## src/rtl/axi_rd_burst_seq.sv

```systemverilog
// Purpose: AXI read-slave burst sequencer; one AR burst at a time, FIXED/INCR/WRAP
//   address walk over a 1-cycle-latency synchronous memory, R beats with RLAST.
// Latency: AR handshake at T -> mem_re at T+1 -> rvalid at T+2; 2 cycles per beat minimum.
// Backpressure: R beat held stable while rready=0; arready low for the whole burst.
//
// Ports:
//   clk, rst_n                         clock, synchronous active-low reset
//   arid/araddr/arlen/arsize/arburst   AR request fields, arvalid/arready handshake
//   mem_re/mem_addr/mem_rdata          synchronous memory read port (data 1 cycle after mem_re)
//   rid/rdata/rresp/rlast              R beat fields, rvalid/rready handshake
//   busy                               burst in progress
module axi_rd_burst_seq #(
  parameter int ADDR_W = 32,
  parameter int DATA_W = 32,
  parameter int LEN_W  = 4,
  parameter int ID_W   = 8
) (
  input  logic              clk,
  input  logic              rst_n,
  input  logic [ID_W-1:0]   arid,
  input  logic [ADDR_W-1:0] araddr,
  input  logic [LEN_W-1:0]  arlen,
  input  logic [2:0]        arsize,
  input  logic [1:0]        arburst,
  input  logic              arvalid,
  output logic              arready,
  output logic              mem_re,
  output logic [ADDR_W-1:0] mem_addr,
  input  logic [DATA_W-1:0] mem_rdata,
  output logic [ID_W-1:0]   rid,
  output logic [DATA_W-1:0] rdata,
  output logic [1:0]        rresp,
  output logic              rlast,
  output logic              rvalid,
  input  logic              rready,
  output logic              busy
);

  localparam int MAX_SIZE = $clog2(DATA_W / 8);

  typedef enum logic [1:0] {S_IDLE, S_FETCH, S_RESP} state_t;

  state_t state_q, state_n;

  logic [ID_W-1:0]   id_q;
  logic [ADDR_W-1:0] addr_q;
  logic [LEN_W-1:0]  len_q;
  logic [2:0]        size_q;
  logic [1:0]        burst_q;
  logic              err_q;
  logic [LEN_W-1:0]  cnt_q;
  logic [DATA_W-1:0] rdata_q;
  logic              arready_q;
  logic              resp_first_q;

  logic              capture;
  logic              advance;
  logic              mem_re_c;
  logic              ar_err;
  logic              last_beat;
  logic              wrap_len_ok;
  logic [ADDR_W-1:0] step;
  logic [ADDR_W-1:0] wrap_mask;
  logic [ADDR_W-1:0] incr_addr;
  logic [ADDR_W-1:0] next_addr;
  logic [DATA_W-1:0] rdata_live;

  assign last_beat = (cnt_q == len_q);

  // Request legality, evaluated on the incoming AR fields at capture time.
  assign wrap_len_ok = (arlen == LEN_W'(1)) || (arlen == LEN_W'(3)) ||
                       (arlen == LEN_W'(7)) || (arlen == LEN_W'(15));
  assign ar_err = (arburst == 2'b11) ||
                  ((arburst == 2'b10) && !wrap_len_ok) ||
                  (arsize > 3'(MAX_SIZE));

  // Next beat address. The wrap window is (len+1)*step bytes, always a power of two
  // because only legal WRAP lengths reach here, so a shift and a mask suffice.
  always_comb begin
    step      = ADDR_W'(1) << size_q;
    wrap_mask = ((ADDR_W'(len_q) + ADDR_W'(1)) << size_q) - ADDR_W'(1);
    incr_addr = addr_q + step;
    case (burst_q)
      2'b00:   next_addr = addr_q;
      2'b10:   next_addr = (addr_q & ~wrap_mask) | (incr_addr & wrap_mask);
      default: next_addr = incr_addr;
    endcase
  end

  // FSM next state and control strobes.
  always_comb begin
    state_n  = state_q;
    capture  = 1'b0;
    advance  = 1'b0;
    mem_re_c = 1'b0;
    case (state_q)
      S_IDLE: begin
        if (arvalid && arready_q) begin
          capture = 1'b1;
          state_n = S_FETCH;
        end
      end
      S_FETCH: begin
        mem_re_c = !err_q;
        state_n  = S_RESP;
      end
      S_RESP: begin
        if (rready) begin
          if (last_beat) begin
            state_n = S_IDLE;
          end else begin
            advance = 1'b1;
            state_n = S_FETCH;
          end
        end
      end
      default: state_n = S_IDLE;
    endcase
  end

  always_ff @(posedge clk) begin
    if (!rst_n) begin
      state_q <= S_IDLE;
    end else begin
      state_q <= state_n;
    end
  end

  always_ff @(posedge clk) begin
    if (!rst_n) begin
      id_q         <= '0;
      addr_q       <= '0;
      len_q        <= '0;
      size_q       <= '0;
      burst_q      <= '0;
      err_q        <= 1'b0;
      cnt_q        <= '0;
      rdata_q      <= '0;
      arready_q    <= 1'b0;
      resp_first_q <= 1'b0;
    end else begin
      // Registered so arready stays low through reset and rises one cycle after release.
      arready_q    <= (state_n == S_IDLE);
      resp_first_q <= (state_q == S_FETCH);
      if (capture) begin
        id_q    <= arid;
        addr_q  <= araddr;
        len_q   <= arlen;
        size_q  <= arsize;
        burst_q <= arburst;
        err_q   <= ar_err;
        cnt_q   <= '0;
      end else if (advance) begin
        cnt_q  <= cnt_q + LEN_W'(1);
        addr_q <= next_addr;
      end
      if (resp_first_q) begin
        rdata_q <= rdata_live;
      end
    end
  end

  // The memory delivers data in the cycle after mem_re, which is the first RESP cycle.
  // That cycle forwards it straight through and latches it, so a stalled beat keeps
  // its data even if the memory output moves on.
  assign rdata_live = err_q ? '0 : mem_rdata;
  assign rdata      = ((state_q == S_RESP) && resp_first_q) ? rdata_live : rdata_q;

  assign arready  = arready_q;
  assign busy     = (state_q != S_IDLE);
  assign rvalid   = (state_q == S_RESP);
  assign rlast    = (state_q == S_RESP) && last_beat;
  assign rresp    = err_q ? 2'b10 : 2'b00;
  assign rid      = id_q;
  assign mem_re   = mem_re_c;
  assign mem_addr = addr_q;

endmodule

```

## config.mk

```make
export PLATFORM = sky130hd
export DESIGN_NAME = axi_rd_burst_seq
export DESIGN_NICKNAME = d
export VERILOG_FILES = /design/src/rtl/axi_rd_burst_seq.sv
export SDC_FILE = /design/constraint.sdc
export NUM_CORES = 1
export LEC_CHECK = 0
export BUFFER_PORTS_ARGS = -buffer_cell sky130_fd_sc_hd__buf_4
export CORE_MARGIN = 3
export CORE_UTILIZATION = 55
export CTS_BUF_LIST = sky130_fd_sc_hd__clkbuf_8
export DETAILED_ROUTE_END_ITERATION = 6
export PLACE_DENSITY = 0.95
export SLEW_MARGIN = 20
export SYNTH_ARGS = -nofsm -noshare
export SYNTH_HDL_FRONTEND = slang
export SYNTH_SLANG_ARGS = --single-unit
export TNS_END_PERCENT = 50
```

## constraint.sdc

```tcl
create_clock -name clk -period 3.7 [get_ports clk]
set_clock_uncertainty 0.2 [all_clocks]
set_input_delay 0.37 -clock clk [delete_from_list [all_inputs] [get_ports clk]]
set_output_delay 0.37 -clock clk [all_outputs]
set_load 0.01 [all_outputs]
```

==> flow_metrics.py <==
metrics = {
    "synthesis": {
        "synth_async_sr_flop_share": 0,
        "syn_nets": 908,
        "synth-main-ff-cell": "sky130_fd_sc_hd__dfxtp_1",
        "post_synth_top_area_cell": "sky130_fd_sc_hd__dfxtp_1",
        "yosysTopAreaCellShare": 0.2998,
        "syn_inst": 810,
        "netlist-cell-type-count": 72,
        "yosys_warnings": 0,
        "avgSynthCellArea_um2": 7.421,
        "post_synth_main_area_contributors": "sky130_fd_sc_hd__dfxtp_1 (30%), sky130_fd_sc_hd__nand2b_1 (7.7%), sky130_fd_sc_hd__a21oi_1 (6.9%), sky130_fd_sc_hd__nand2_1 (6.6%), sky130_fd_sc_hd__o21ai_0 (5.7%)",
        "postSynthRegisterBits": 90,
        "synth_edf_count": 0,
        "share_of_synthesized_area_occupied_by_flip_flops_and_latches": 0.2998,
        "post_synth_instance_area_um2": 6011,
    },
    "routing": {
        "postRouteWirelength_um": 17880,
        "via_count": 6501,
        "drt-initial-drc-count": 592,
        "via_per_inst": 6.003,
        "drt.antenna.violating_nets": 0,
        "drtPass1Iterations": 6,
        "drc_errors": 0,
        "drt-wirelength-per-cell_um": 16.51,
    },
    "grt": {
        "grt_first_pass_wirelength_um": 28530,
        "grt_antenna_before_repair": 0,
        "via_count_of_the_first_global_routing_pass": 6027,
        "global_route_congestion_overflow_total": 0,
        "maximum_number_of_pins_on_one_net_before_global_route_repair": 66,
        "global_route.usage.total": 0.2760,
    },
    "floorplanning": {
        "initial_core_utilization": 0.5745,
        "die-area_um2": 12220,
        "die_width_um": 110.5,
        "dieHeight_um": 110.5,
        "io_pins": 164,
        "placementRows": 37,
        "fp.coreArea_um2": 10460,
    },
    "finish": {
        "ratio_of_cells_with_drive_above_1_in_the_final_layout": 0.2334,
        "final_nets": 1040,
        "area_overhead_of_the_layout_relative_to_synthesis_pct": 24.44,
        "mostFrequentLayoutCell": "sky130_fd_sc_hd__buf_4",
        "count_of_non_filler_cells_in_the_finished_layout": 1083,
        "num_antenna_cells": 0,
        "n_fill_cell": 788,
        "most-common-layout-cells": "sky130_fd_sc_hd__buf_4 (180), sky130_fd_sc_hd__nand2_1 (106), sky130_fd_sc_hd__dfxtp_1 (89)",
    },
    "placement": {
        "dp_cells": 1067,
        "detailed_place_hpwl_um": 13020,
        "port_buffers": 162,
        "globalplace.congestion": 0.9574,
    },
    "cts": {
        "num_cts_buffers": 9,
        "clk-insertion-delay-late_ps": 370,
        "clock-sinks": 90,
        "cts_setup_buffers": 0,
        "clkTransAtPathRegs_ps": 100,
        "max-clock-path-buffers": 2,
        "cts_root_buf": "sky130_fd_sc_hd__clkbuf_8",
        "tritoncts": "yes",
        "htreeDepth": 3,
    },
    "critical_path": {
        "critical-path-slowest-cell": "sky130_fd_sc_hd__or4_1",
        "cp.buffers_inverters": 1,
        "critical_path.top_delay_family": "simple AND/OR/NAND/NOR gates",
        "endpoint_arrival_time_on_the_critical_path_ps": 3540,
        "timing.critical_path.fanout_max": 6,
        "end_kind": "flop",
        "criticalPathCategory": "flop to flop",
        "slowest_delay_ps": 420,
        "ff2ff_setup_slack_ps": 270,
        "critical_path_required_ps": 3810,
        "critPathLaunch": "size_q[1]",
        "rr_startpoint": "size_q[1]",
        "worst_setup_path_start_kind": "flop",
        "crit_chain": "or2_2 > nor2_1 > ha_1 > inv_1 > fa_1 > nor2b_1 > o31a_1 > o31ai_1 > nand2b_1 > nor2_2 > nand2_1 > or4_1 > a31oi_1",
    },
    "run": {
        "drv.max_cap_violation_count": 0,
    },
    "timing": {
        "max_slew.worst_pin.slew_ps": 968.9,
        "final-hold-violation-count": 0,
        "fin_setup_tns_ps": 0,
        "max_clock_freq_mhz": 291.2,
        "post-route-period-util": 0.9283,
        "maxSlewHeadroom": 0.3531,
        "finalCriticalPeriod_ps": 3435,
        "final_setup_vio_count": 0,
        "hold_ws_ps": 32.91,
        "finalMaxSlewViolations": 0,
        "grt_setup_unrepaired": "no",
    },
    "power_and_ir_drop": {
        "total_power_mw": 2.251,
        "p_per_area_nw_per_um2": 301.0,
        "peakVddDrop_v": 0.0002821,
        "p_leak_nw": 3.004,
    },
    "min_path": {
        "hold_path_startpoint": "arid[6]",
        "min-delay-path-class": "primary input to flop",
    },
    "run_status": {
        "outcome": "finished clean",
    },
}
worst reg2reg max path: stages, from the launching register on:
cell,delay (ps)
sky130_fd_sc_hd__dfxtp_1,320
sky130_fd_sc_hd__or2_2,320
sky130_fd_sc_hd__nor2_1,150
sky130_fd_sc_hd__ha_1,190
sky130_fd_sc_hd__inv_1,60
sky130_fd_sc_hd__fa_1,410
sky130_fd_sc_hd__nor2b_1,170
sky130_fd_sc_hd__o31a_1,210
sky130_fd_sc_hd__o31ai_1,150
sky130_fd_sc_hd__nand2b_1,250
sky130_fd_sc_hd__nor2_2,190
sky130_fd_sc_hd__nand2_1,170
sky130_fd_sc_hd__or4_1,430
sky130_fd_sc_hd__a31oi_1,160
final cells by class:
cell class,count,area [µm²],area share
Sequential cell,90,1803,0.2411
Inverter,12,45.04,0.006022
Timing Repair Buffer,180,1351,0.1807
Clock buffer,11,151.4,0.02024
Multi-Input combinational cell,649,3924,0.5246
Tap cell,136,170.2,0.02275
Clock inverter,5,35.03,0.004684
stage by stage:
stage | util | instance area (µm²) | setup slack (ps)
after floorplan | - | 6011 | 412.9
after global placement | 0.6965 | 7287 | 347.2
after detailed placement | 0.6965 | 7287 | 211.2
after CTS | 0.7143 | 7473 | 141.9
after global routing | 0.7149 | 7480 | 11.08
final | 0.7149 | 7480 | 265.4
layer usage:
| layer | vias to the layer above | GRT usage | routed length, µm |
|---|---|---|---|
| met4 | 0 | 0.1240 | 591 |
| met3 | 57 | 0.05534 | 1410 |
| met2 | 305 | 0.4595 | 8733 |
| met5 | - | 0 | 0 |
| li1 | 3160 | - | - |
| met1 | 2979 | 0.3441 | 7145 |
Yosys cell counts, types with 4 or more instances:
cell type and count:
sky130_fd_sc_hd__o21ai_0 68, sky130_fd_sc_hd__xor2_1 10, sky130_fd_sc_hd__o21a_1 4, sky130_fd_sc_hd__nor3_1 13, sky130_fd_sc_hd__xnor2_1 11, sky130_fd_sc_hd__and2_1 8, sky130_fd_sc_hd__a41oi_1 4, sky130_fd_sc_hd__a21o_1 5
sky130_fd_sc_hd__a21oi_1 83, sky130_fd_sc_hd__and3_1 15, sky130_fd_sc_hd__a31oi_1 16, sky130_fd_sc_hd__or2_2 4, sky130_fd_sc_hd__nand2_1 106, sky130_fd_sc_hd__nand4_1 5, sky130_fd_sc_hd__nor2b_1 10, sky130_fd_sc_hd__buf_4 5
sky130_fd_sc_hd__nor2_1 49, sky130_fd_sc_hd__nand3_1 19, sky130_fd_sc_hd__clkbuf_1 48, sky130_fd_sc_hd__o31ai_1 9, sky130_fd_sc_hd__a211oi_1 10, sky130_fd_sc_hd__nor3b_1 4, sky130_fd_sc_hd__or3_1 7, sky130_fd_sc_hd__o2111ai_1 4
sky130_fd_sc_hd__dfxtp_1 90, sky130_fd_sc_hd__mux2i_1 6, sky130_fd_sc_hd__nand2b_1 74, sky130_fd_sc_hd__nand3b_1 35, sky130_fd_sc_hd__a311oi_1 6, sky130_fd_sc_hd__inv_1 11, sky130_fd_sc_hd__ha_1 12
repair_timing:
action                                  4_1_cts  5_1_grt
endpoints found under the setup margin        0        5
hold endpoints to repair                      0        0
gates resized for setup                       0        3
hold buffers                                  0        0
logic make-up after synthesis:
kind of cell / share of synthesized area
AO/OA/AOI/OAI: 0.2481
buffers and inverters: 0.04933
AND/OR/NAND/NOR: 0.3314
multiplexers: 0.01187
adder cells (fa/ha/maj): 0.02831
XOR/XNOR: 0.03060
other: 0.0006239
flip-flops: 0.2998
worst paths after layout:
check,to,depth (start not counted)
max,flop,13
min,rid[6],3
max reg2reg,flop,13
min reg2reg,rid[0],2
power by group:
part / leakage (nW) / internal (mW) / switching, mW
registers: 0.732 / 1.01 / 0.0537
clock network: 0.102 / 0.285 / 0.379
logic: 2.17 / 0.245 / 0.275
No activity file was read; power rests on OpenSTA's default activity.
